File: src/rtl/pc_gen_multi.sv
// pc_gen_multi
//   Fetch PC generator for a multi-issue front end. Holds the fetch-group PC,
//   advances it by the number of slots the fetch queue consumed, and reports
//   a per-slot valid mask that never crosses an aligned fetch-group boundary.
//   Exception/branch redirects are applied when the front end can move, or
//   parked in a single pending entry while it is frozen.
//
// Ports
//   clk            clock
//   resetn         synchronous, active-low reset
//   en_i           front-end enable (0 = hold PC)
//   stall_i        cache-side stall (1 = hold PC)
//   queue_full_i   fetch queue full; PC holds, redirects still apply
//   accept_cnt_i   slots of the current group consumed this cycle
//   exc_valid_i    exception redirect request, target exc_addr_i
//   br_valid_i     branch/jump redirect request, target br_addr_i
//   pc_o           current fetch-group PC (slot 0 address)
//   slot_valid_o   slot i (address pc_o + 4*i) holds a valid fetch
//   fetch_req_o    fetch request to the I-cache
//   redirect_o     one-cycle pulse: pc_o was just loaded from a redirect
//   pc_adel_o      pc_o is misaligned (fetch address error)
//   state_o        FSM state (BOOT=0, RUN=1, HOLD=2)
//
// Handshake: fetch_req_o/slot_valid_o describe the group at pc_o this cycle;
// the consumer returns accept_cnt_i in the same cycle and the PC advances at
// the next edge. A count larger than the valid slot count is clamped so no
// unfetched slot is ever skipped.
module pc_gen_multi #(
  parameter int          FETCH_WIDTH = 2,
  parameter logic [31:0] RESET_VEC   = 32'hBFC0_0000,
  localparam int         CW          = $clog2(FETCH_WIDTH + 1)
) (
  input  logic                   clk,
  input  logic                   resetn,
  input  logic                   en_i,
  input  logic                   stall_i,
  input  logic                   queue_full_i,
  input  logic [CW-1:0]          accept_cnt_i,
  input  logic                   exc_valid_i,
  input  logic [31:0]            exc_addr_i,
  input  logic                   br_valid_i,
  input  logic [31:0]            br_addr_i,
  output logic [31:0]            pc_o,
  output logic [FETCH_WIDTH-1:0] slot_valid_o,
  output logic                   fetch_req_o,
  output logic                   redirect_o,
  output logic                   pc_adel_o,
  output logic [1:0]             state_o
);

  localparam int OFFW = $clog2(FETCH_WIDTH);
  localparam int OW   = (OFFW > 0) ? OFFW : 1;

  typedef enum logic [1:0] {
    BOOT = 2'd0,
    RUN  = 2'd1,
    HOLD = 2'd2
  } state_t;

  state_t      state_q, state_d;
  logic [31:0] pc_q, pc_d;
  logic        redirect_q, redirect_d;
  logic        pend_vld_q, pend_vld_d;
  logic        pend_is_exc_q, pend_is_exc_d;
  logic [31:0] pend_addr_q, pend_addr_d;

  logic                   go;
  logic                   fetch_req;
  logic                   pc_adel;
  logic [OW-1:0]          grp_off;
  logic [31:0]            off_ext;
  logic [FETCH_WIDTH-1:0] slot_vld;
  logic [CW-1:0]          pop;
  logic [CW-1:0]          adv;

  // Slot position of pc within its aligned fetch group.
  generate
    if (FETCH_WIDTH == 1) begin : g_off_single
      assign grp_off = '0;
    end else begin : g_off_multi
      assign grp_off = pc_q[OFFW+1:2];
    end
  endgenerate

  assign off_ext   = 32'(grp_off);
  assign fetch_req = (state_q != BOOT);
  assign pc_adel   = (pc_q[1:0] != 2'b00);
  assign go        = en_i & ~stall_i & (state_q != BOOT);

  always_comb begin
    slot_vld = '0;
    pop      = '0;
    for (int i = 0; i < FETCH_WIDTH; i++) begin
      slot_vld[i] = fetch_req & ~pc_adel & ((off_ext + 32'(i)) < 32'(FETCH_WIDTH));
      pop         = pop + CW'(slot_vld[i]);
    end
  end

  // Clamp the consumed count to what was actually fetched.
  assign adv = (accept_cnt_i > pop) ? pop : accept_cnt_i;

  always_comb begin
    state_d = state_q;
    case (state_q)
      BOOT:    state_d = RUN;
      RUN:     if (!en_i || stall_i) state_d = HOLD;
      HOLD:    if (en_i && !stall_i) state_d = RUN;
      default: state_d = BOOT;
    endcase
  end

  always_comb begin
    pc_d          = pc_q;
    redirect_d    = 1'b0;
    pend_vld_d    = pend_vld_q;
    pend_is_exc_d = pend_is_exc_q;
    pend_addr_d   = pend_addr_q;
    if (go) begin
      // Any redirect taken now supersedes whatever was parked.
      if (exc_valid_i) begin
        pc_d       = exc_addr_i;
        redirect_d = 1'b1;
        pend_vld_d = 1'b0;
      end else if (br_valid_i) begin
        pc_d       = br_addr_i;
        redirect_d = 1'b1;
        pend_vld_d = 1'b0;
      end else if (pend_vld_q) begin
        pc_d       = pend_addr_q;
        redirect_d = 1'b1;
        pend_vld_d = 1'b0;
      end else if (!queue_full_i) begin
        pc_d = pc_q + (32'(adv) << 2);
      end
    end else begin
      // Frozen: park the redirect. A parked exception outranks any branch.
      if (exc_valid_i) begin
        pend_vld_d    = 1'b1;
        pend_is_exc_d = 1'b1;
        pend_addr_d   = exc_addr_i;
      end else if (br_valid_i && !(pend_vld_q && pend_is_exc_q)) begin
        pend_vld_d    = 1'b1;
        pend_is_exc_d = 1'b0;
        pend_addr_d   = br_addr_i;
      end
    end
  end

  always_ff @(posedge clk) begin
    if (!resetn) begin
      state_q       <= BOOT;
      pc_q          <= RESET_VEC;
      redirect_q    <= 1'b0;
      pend_vld_q    <= 1'b0;
      pend_is_exc_q <= 1'b0;
      pend_addr_q   <= '0;
    end else begin
      state_q       <= state_d;
      pc_q          <= pc_d;
      redirect_q    <= redirect_d;
      pend_vld_q    <= pend_vld_d;
      pend_is_exc_q <= pend_is_exc_d;
      pend_addr_q   <= pend_addr_d;
    end
  end

  assign pc_o         = pc_q;
  assign slot_valid_o = slot_vld;
  assign fetch_req_o  = fetch_req;
  assign redirect_o   = redirect_q;
  assign pc_adel_o    = pc_adel;
  assign state_o      = state_q;

endmodule

File: config.mk
export PLATFORM = sky130hd
export DESIGN_NAME = pc_gen_multi
export DESIGN_NICKNAME = d
export VERILOG_FILES = /design/src/rtl/pc_gen_multi.sv
export SDC_FILE = /design/constraint.sdc
export NUM_CORES = 1
export LEC_CHECK = 0
export CORE_MARGIN = 4
export CORE_UTILIZATION = 45
export DETAILED_ROUTE_END_ITERATION = 12
export PLACE_DENSITY = 0.82
export SYNTH_ARGS = -nofsm -noshare
export SYNTH_HDL_FRONTEND = slang
export SYNTH_SLANG_ARGS = --single-unit
File: constraint.sdc
create_clock -name clk -period 7.3 [get_ports clk]
set_input_delay 1.46 -clock clk [delete_from_list [all_inputs] [get_ports clk]]
set_output_delay 1.46 -clock clk [all_outputs]
set_load 0.02 [all_outputs]
==> results_dict.tcl <==
set metrics [dict create \
    gr-total-overflow 0 \
    post-route-period-util_pct 57.1 \
    ioPinCount 112 \
    totalWireLength_mm 15.5 \
    ctsResizeCount 0 \
    yosys.area.top_type "dfxtp_1" \
    critical_path_class "input port to flip-flop" \
    core_area_sq_um 9770 \
    dp_hpwl_mm 10.9 \
    cts_root_buffer "clkbuf_8" \
    fp.dieW_microns 108 \
    cts_hold_buf 0 \
    ys_top_cells_by_count "69 x dfxtp_1, 53 x nor2_1, 52 x a21oi_1" \
    postCtsSetupRepairBufs 0 \
    via_per_inst 6.30 \
    fin_crit_ps 4170 \
    drv_slew 0 \
    path_clk_slew_ps 70 \
    routabilityCongestion 0.944 \
    die_area_sq_um 11700 \
    initial_utilization_pct 46.3 \
    avgSynthCellArea_sq_um 7.87 \
    io_buffers 111 \
    rrSetupSlack_ps 3670 \
    cts_sinks 69 \
    min_path_type "flip-flop to flip-flop" \
    fmax_mhz 240 \
    cp.arrival_ps 4380 \
    ys_warn_count 0 \
    wl_per_cell_microns 19.5 \
    ant_nets 0 \
    rsz0062_at_grt "false" \
    first_pass_iters 5 \
    first_iter_violations 481 \
    synthDominantCellAreaShare_pct 30.5 \
    synth-async-reset-ratio_pct 0 \
    synth_ff_type "dfxtp_1" \
    drc 0 \
    seq_area_frac_synth_pct 30.5 \
    utilization_pct 59.9 \
    cp.required_ps 7510 \
    p_leak_nw 2.19 \
    worst_pin_slew_ps 902 \
    cts_made_buffers 9 \
    status "completed" \
    cp-startpoint "accept_cnt_i[0]" \
    p_per_area_nw_per_um2 174 \
    ys_seq_elements 69 \
    tritoncts "done" \
    yosys-top-cells-area "dfxtp_1 31%, mux2i_1 6.9%, a21oi_1 5.8%" \
    clk_latency_ps 360 \
    areaGrowthSynthToFinish_pct 29.3 \
    syn-cell-area_sq_um 4520 \
    whs_path_depth 2 \
    fin_nets 737 \
    vias 5011 \
    r2r_end "pc_o[26]" \
    hold_violations 0 \
    rows 36 \
    drive_above_1_share_pct 7.25 \
    synth_edf_count 0 \
    relSlewSlack_pct 39.6 \
    synthMostInstantiatedCell "dfxtp_1" \
    ir_drop_uv 95.3 \
    grt_max_degree 67 \
    htree_levels 3 \
    min-delay-start "pend_is_exc_q" \
    regToRegStartpoint "pc_o[0]" \
    diodes 0 \
    finalSetupViolCount 0 \
    setup_tns_ps 0 \
    syn-num-nets 654 \
    end_kind "flip-flop" \
    worstPathMaxFanout 5 \
    synthDistinctLibCells 66 \
    worst-r2r-cell-count 13 \
    grt_pass1_vias 4785 \
    cap_viol_max_count 0 \
    clock_path_buffers 2 \
    track_usage_pct 26.1 \
    endpoint "pc_o[26]" \
    syn_inst 575 \
    grt_pass1_wl_mm 24.1 \
    antenna_found_initial 0 \
    fin_skew_ps 8.49 \
    crit_path_start_kind "input port" \
    die_h_microns 108 \
]
-- per-layer routing --
metal | up-vias | routed length (microns) | track usage, %
met5 | - | 0 | 0
met4 | 0 | 715 | 14.2
met3 | 57 | 1200 | 3.70
met2 | 242 | 7480 | 44.0
met1 | 2379 | 6100 | 32.1
li1 | 2333 | - | -
-- metrics by stage --
stage | worst slack, ps | power [W] | instance area [sq um] | hold WS [ps] | instances
finish | 3130 | 0.00102 | 5850 | 498 | 795
floorplan | 3520 | 0.000601 | 4520 | 454 | 575
global route | 2960 | 0.00106 | 5850 | 515 | 795
global placement | 2850 | 0.000715 | 5670 | 464 | 780
CTS | 3140 | 0.00102 | 5850 | 498 | 795
detailed placement | 2780 | 0.000724 | 5670 | 487 | 780
-- power breakdown --
| group | switching, W | total, W | internal, W |
|---|---|---|---|
| clock network | 0.000150 | 0.000300 | 0.000149 |
| logic | 0.000154 | 0.000284 | 0.000130 |
| registers | 0.0000284 | 0.000435 | 0.000407 |
| total | 0.000333 | 0.00102 | 0.000686 |
-- layout make-up --
type	count	area [sq um]
tap	133	166
timing repair buffer	121	1180
clock inverter	1	5.00
clock buffer	14	173
fill	875	3920
multi-input combinational	448	2910
sequential	69	1380
inverter	9	33.8
-- kinds of logic after synthesis --
kind of cell	Yosys count	synth area share, %
simple gates	223	26.0
compound gates	182	27.9
flops	69	30.5
buf+inv	58	5.53
mux	34	7.61
fa+ha+maj	7	2.05
xor+xnor	2	0.387
-- state kept, by name (all words and copies together), names as in the netlist --
register and count:
state_o 2, pend_is_exc_q 1, pc_o 32, redirect_o 1
pend_addr_q 32, pend_vld_q 1
-- layout by cell type, fill, tap and decap left out, types with 3 or more instances in the layout --
master           count
a311oi_1            10
and4_1               4
mux2i_1             31
nand3_1             13
a221oi_1             4
clkbuf_8            12
a21oi_1             52
a211oi_1            26
o22ai_1              3
nor4_1               7
o211ai_1             5
dfxtp_1             69
o31a_1               4
nor3_1              21
nand3b_1             7
nand4_1             13
or3_1                4
ha_1                 5
o21ai_0             27
nand2b_1            12
clkdlybuf4s50_1    110
nor3b_1              6
nor2_1              53
o221a_2              7
inv_1                9
a31oi_1              4
o31ai_1             11
nand2_1             46
buf_4               11
mux2_2               3
and3b_1              4
a22oi_1              4
nor2b_1             13
and2_1               6
-- worst max-delay path: stages --
cell and delay (ps):
clkdlybuf4s50_1 480, inv_1 50, ha_1 280, a21oi_1 160, mux2_2 350, ha_1 210
fa_1 450, and4_1 290, nand3_1 150, nor3_1 70, a222oi_1 310, o211ai_1 110
-- worst min-delay path by stage --
stage	end	slack, ps
6_report	pend_is_exc_q	500
5_1_grt	pend_addr_q[9]	510
4_1_cts	pend_is_exc_q	500
3_5_place_dp	pend_is_exc_q	490
3_3_place_gp	pend_is_exc_q	460
2_1_floorplan	pend_is_exc_q	450
(Power assumes the default switching activity.)
==> RTL change: new RTL, config.mk and constraints unchanged <==
Reset style: asynchronous (`resetn`), changed in one clocked block. Comments in the files are not updated.
--- a/src/rtl/pc_gen_multi.sv
+++ b/src/rtl/pc_gen_multi.sv
@@ -148,3 +148,3 @@
 
-  always_ff @(posedge clk) begin
+  always_ff @(posedge clk or negedge resetn) begin
     if (!resetn) begin
Check against the original RTL: differs if resetn is asserted again (counterexample within 4 cycles, from zero or initial values and one cycle with resetn low); with resetn held inactive, the same outputs for 10 cycles.
==> RTL change against the original RTL <==
- worst hold slack worse by 0.013 ns
- setup slack worse by 0.10 ns
- cell area is 0.11% lower
- via count is 4.5% lower
- non-clock buffer count is 1 lower
- sequential cell count stayed put
- largest cell class unchanged
- fmax is 2.3% lower
- clock skew is 0.0048 ns higher
- area after synthesis is 1.1% lower
- wire length is 4.2% lower
- critical path type unchanged
- die area is 1.1% lower
Power is not compared: it rests on default switching activity, and its combinational part moved more than twofold at a synthesized area within 25%.
==> RTL change: results (changes against the original RTL) <==
- Status: finished, final reports clean
- Leading cell types by count after synthesis: nand2_1 (66), dfrtp_1 (60), o21ai_0 (49)
- GRT Total Usage: 25.6% (-0.47 points)
- Multi-input gates: 399 (-11%)
- Post_cts resized: 0 (unchanged)
- Clk buf depth: 2 (unchanged)
- Post-DP HPWL: 10,200 um (-6.4%)
- Nonclk buf count: 120 (-0.83%)
- Mean routed wirelength per cell: 19.7 um (+1.4%)
- Cell variety after synth: 62 (-6.1%)
- TritonCTS Buffers: 9 (unchanged)
- Mapped Avg Cell Area: 8.59 um2 (+9.1%)
- Highest routed metal layer: met4
- CLK BUF: 13 (-1)
- Met1 WL: 6240 um (+2.3%)
- Drt initial violations: 555 (+15%)
- Invs w/o clock: 14 (+5)
- Pin count of the biggest net entering global routing: 70 (+4.5%)
- Drc violations: 0 (unchanged)
- N_diodes: 0 (unchanged)
- Area growth, synth to finish: 30.7%
- Initial antenna violation count: 0 (unchanged)
- CP max FO: 7 (+2)
- Final nets: 692 (-6.1%)
- Multi-input combinational area share: 43.5% (-6.2 points)
- Met2 usage: 40.3% (-3.6 points)
- First-pass GRT wire length: 23,700 um (-1.5%)
- Placer Congestion: 0.842 (-11%)
- Worst min-delay path class: reg -> reg
- Final-layout clock-cell area share: 3.06% (+0.025 points)
- I/O Buffers: 111 (unchanged)
- Filler cells: 830 (-5.1%)
- WL met3: 1330 um (+11%)
- H-tree depth: 3 (unchanged)
- Arrival time at the worst endpoint: 4.53 ns (+0.15 ns)
- Non-clock buffers, area share: 20.0% (-0.24 points)
- Sequential cell area share: 29.7% (+6.1 points)
- Mapped Nets: 600 (-8.3%)
- DR WL met2: 6790 um (-9.2%)
- Clock latency at the later pin of the worst-skew pair: 0.35 ns
- Leak: 2.30 nW
- DP Area: 5670 um2 (-0.13%)
- TritonRoute pass-1 iters: 5 (unchanged)
- Final setup skew: 0.0133 ns (+0.00476 ns)
- Synthesized flop and latch total: 69 (unchanged)
- Total number of vias: 4,784 (-4.5%)
- Slew headroom: 23.8% (-16 points)
- Sequential-to-total area share from yosys stat: 38.9% (+8.3 points)
- Area contributors post-synth: dfrtp_1 (34%), nand2_1 (5.5%), o21ai_0 (5.5%), dfstp_2 (5.3%), mux2i_1 (5.1%)
- Postcts setup bufs: 0 (unchanged)
- Share of cells above drive strength 1: 7.44% (+0.19 points)
- Fraction of registers with async set or reset after synthesis: 100% (+100 points)
- Met3 usage: 5.76% (+2.1 points)
- Met1 Use GR: 33.7% (+1.6 points)
[RTL change: cells by family (layout without fill, tap and decap cells)]
kind of cell	count (synthesis)	after routing	synth area share, %
buf+inv	53	150	4.78
xor+xnor	6	6	1.17
simple gates	177	177	20.5
compound gates	184	184	27.0
mux	25	25	5.65
flops	69	69	38.9
fa+ha+maj	7	7	2.07
[RTL change: path summary, 6_finish.rpt]
kind / cells past startpoint / slack (ns) / startpoint / end
setup / recovery: 12 / 3.03 / accept_cnt_i[0] / pc_o[16]$_DFFE_PN0P_
hold / removal: 2 / 0.48 / pend_addr_q[20]$_DFFE_PN0P_ / pend_addr_q[20]$_DFFE_PN0P_
setup reg to reg: 13 / 3.47 / state_o[1]$_DFFE_PN0P_ / pc_o[16]$_DFFE_PN0P_
hold reg to reg: 2 / 0.48 / pend_addr_q[20]$_DFFE_PN0P_ / pend_addr_q[20]$_DFFE_PN0P_
max in group asynchronous: 2 / 5.38 / resetn / pend_addr_q[17]$_DFFE_PN0P_
min in group asynchronous: 2 / 1.33 / resetn / pc_o[2]$_DFFE_PN0P_
[RTL change: critical path, stage by stage]
cell             delay, ns
clkdlybuf4s50_1       0.48
inv_1                 0.05
ha_1                  0.28
a21oi_1               0.15
mux2_2                0.35
ha_1                  0.22
fa_1                  0.48
nand4_1               0.19
or3_1                 0.29
nor3_1                0.08
or3_1                 0.32
a31oi_1               0.18
[RTL change: power breakdown]
group / switching (mW) / internal (mW)
clock: 0.150 / 0.142
combinational: 0.475 / 0.404
sequential: 0.191 / 0.557
total: 0.816 / 1.10
[RTL change: metrics by stage]
step,std cells,setup slack (ns),utilization (%)
floorplan,521,3.41,-
global placement,735,2.82,58.2
detailed placement,735,2.70,58.2
CTS,751,3.06,60.1
global route,751,2.88,60.1
finish,751,3.03,60.1
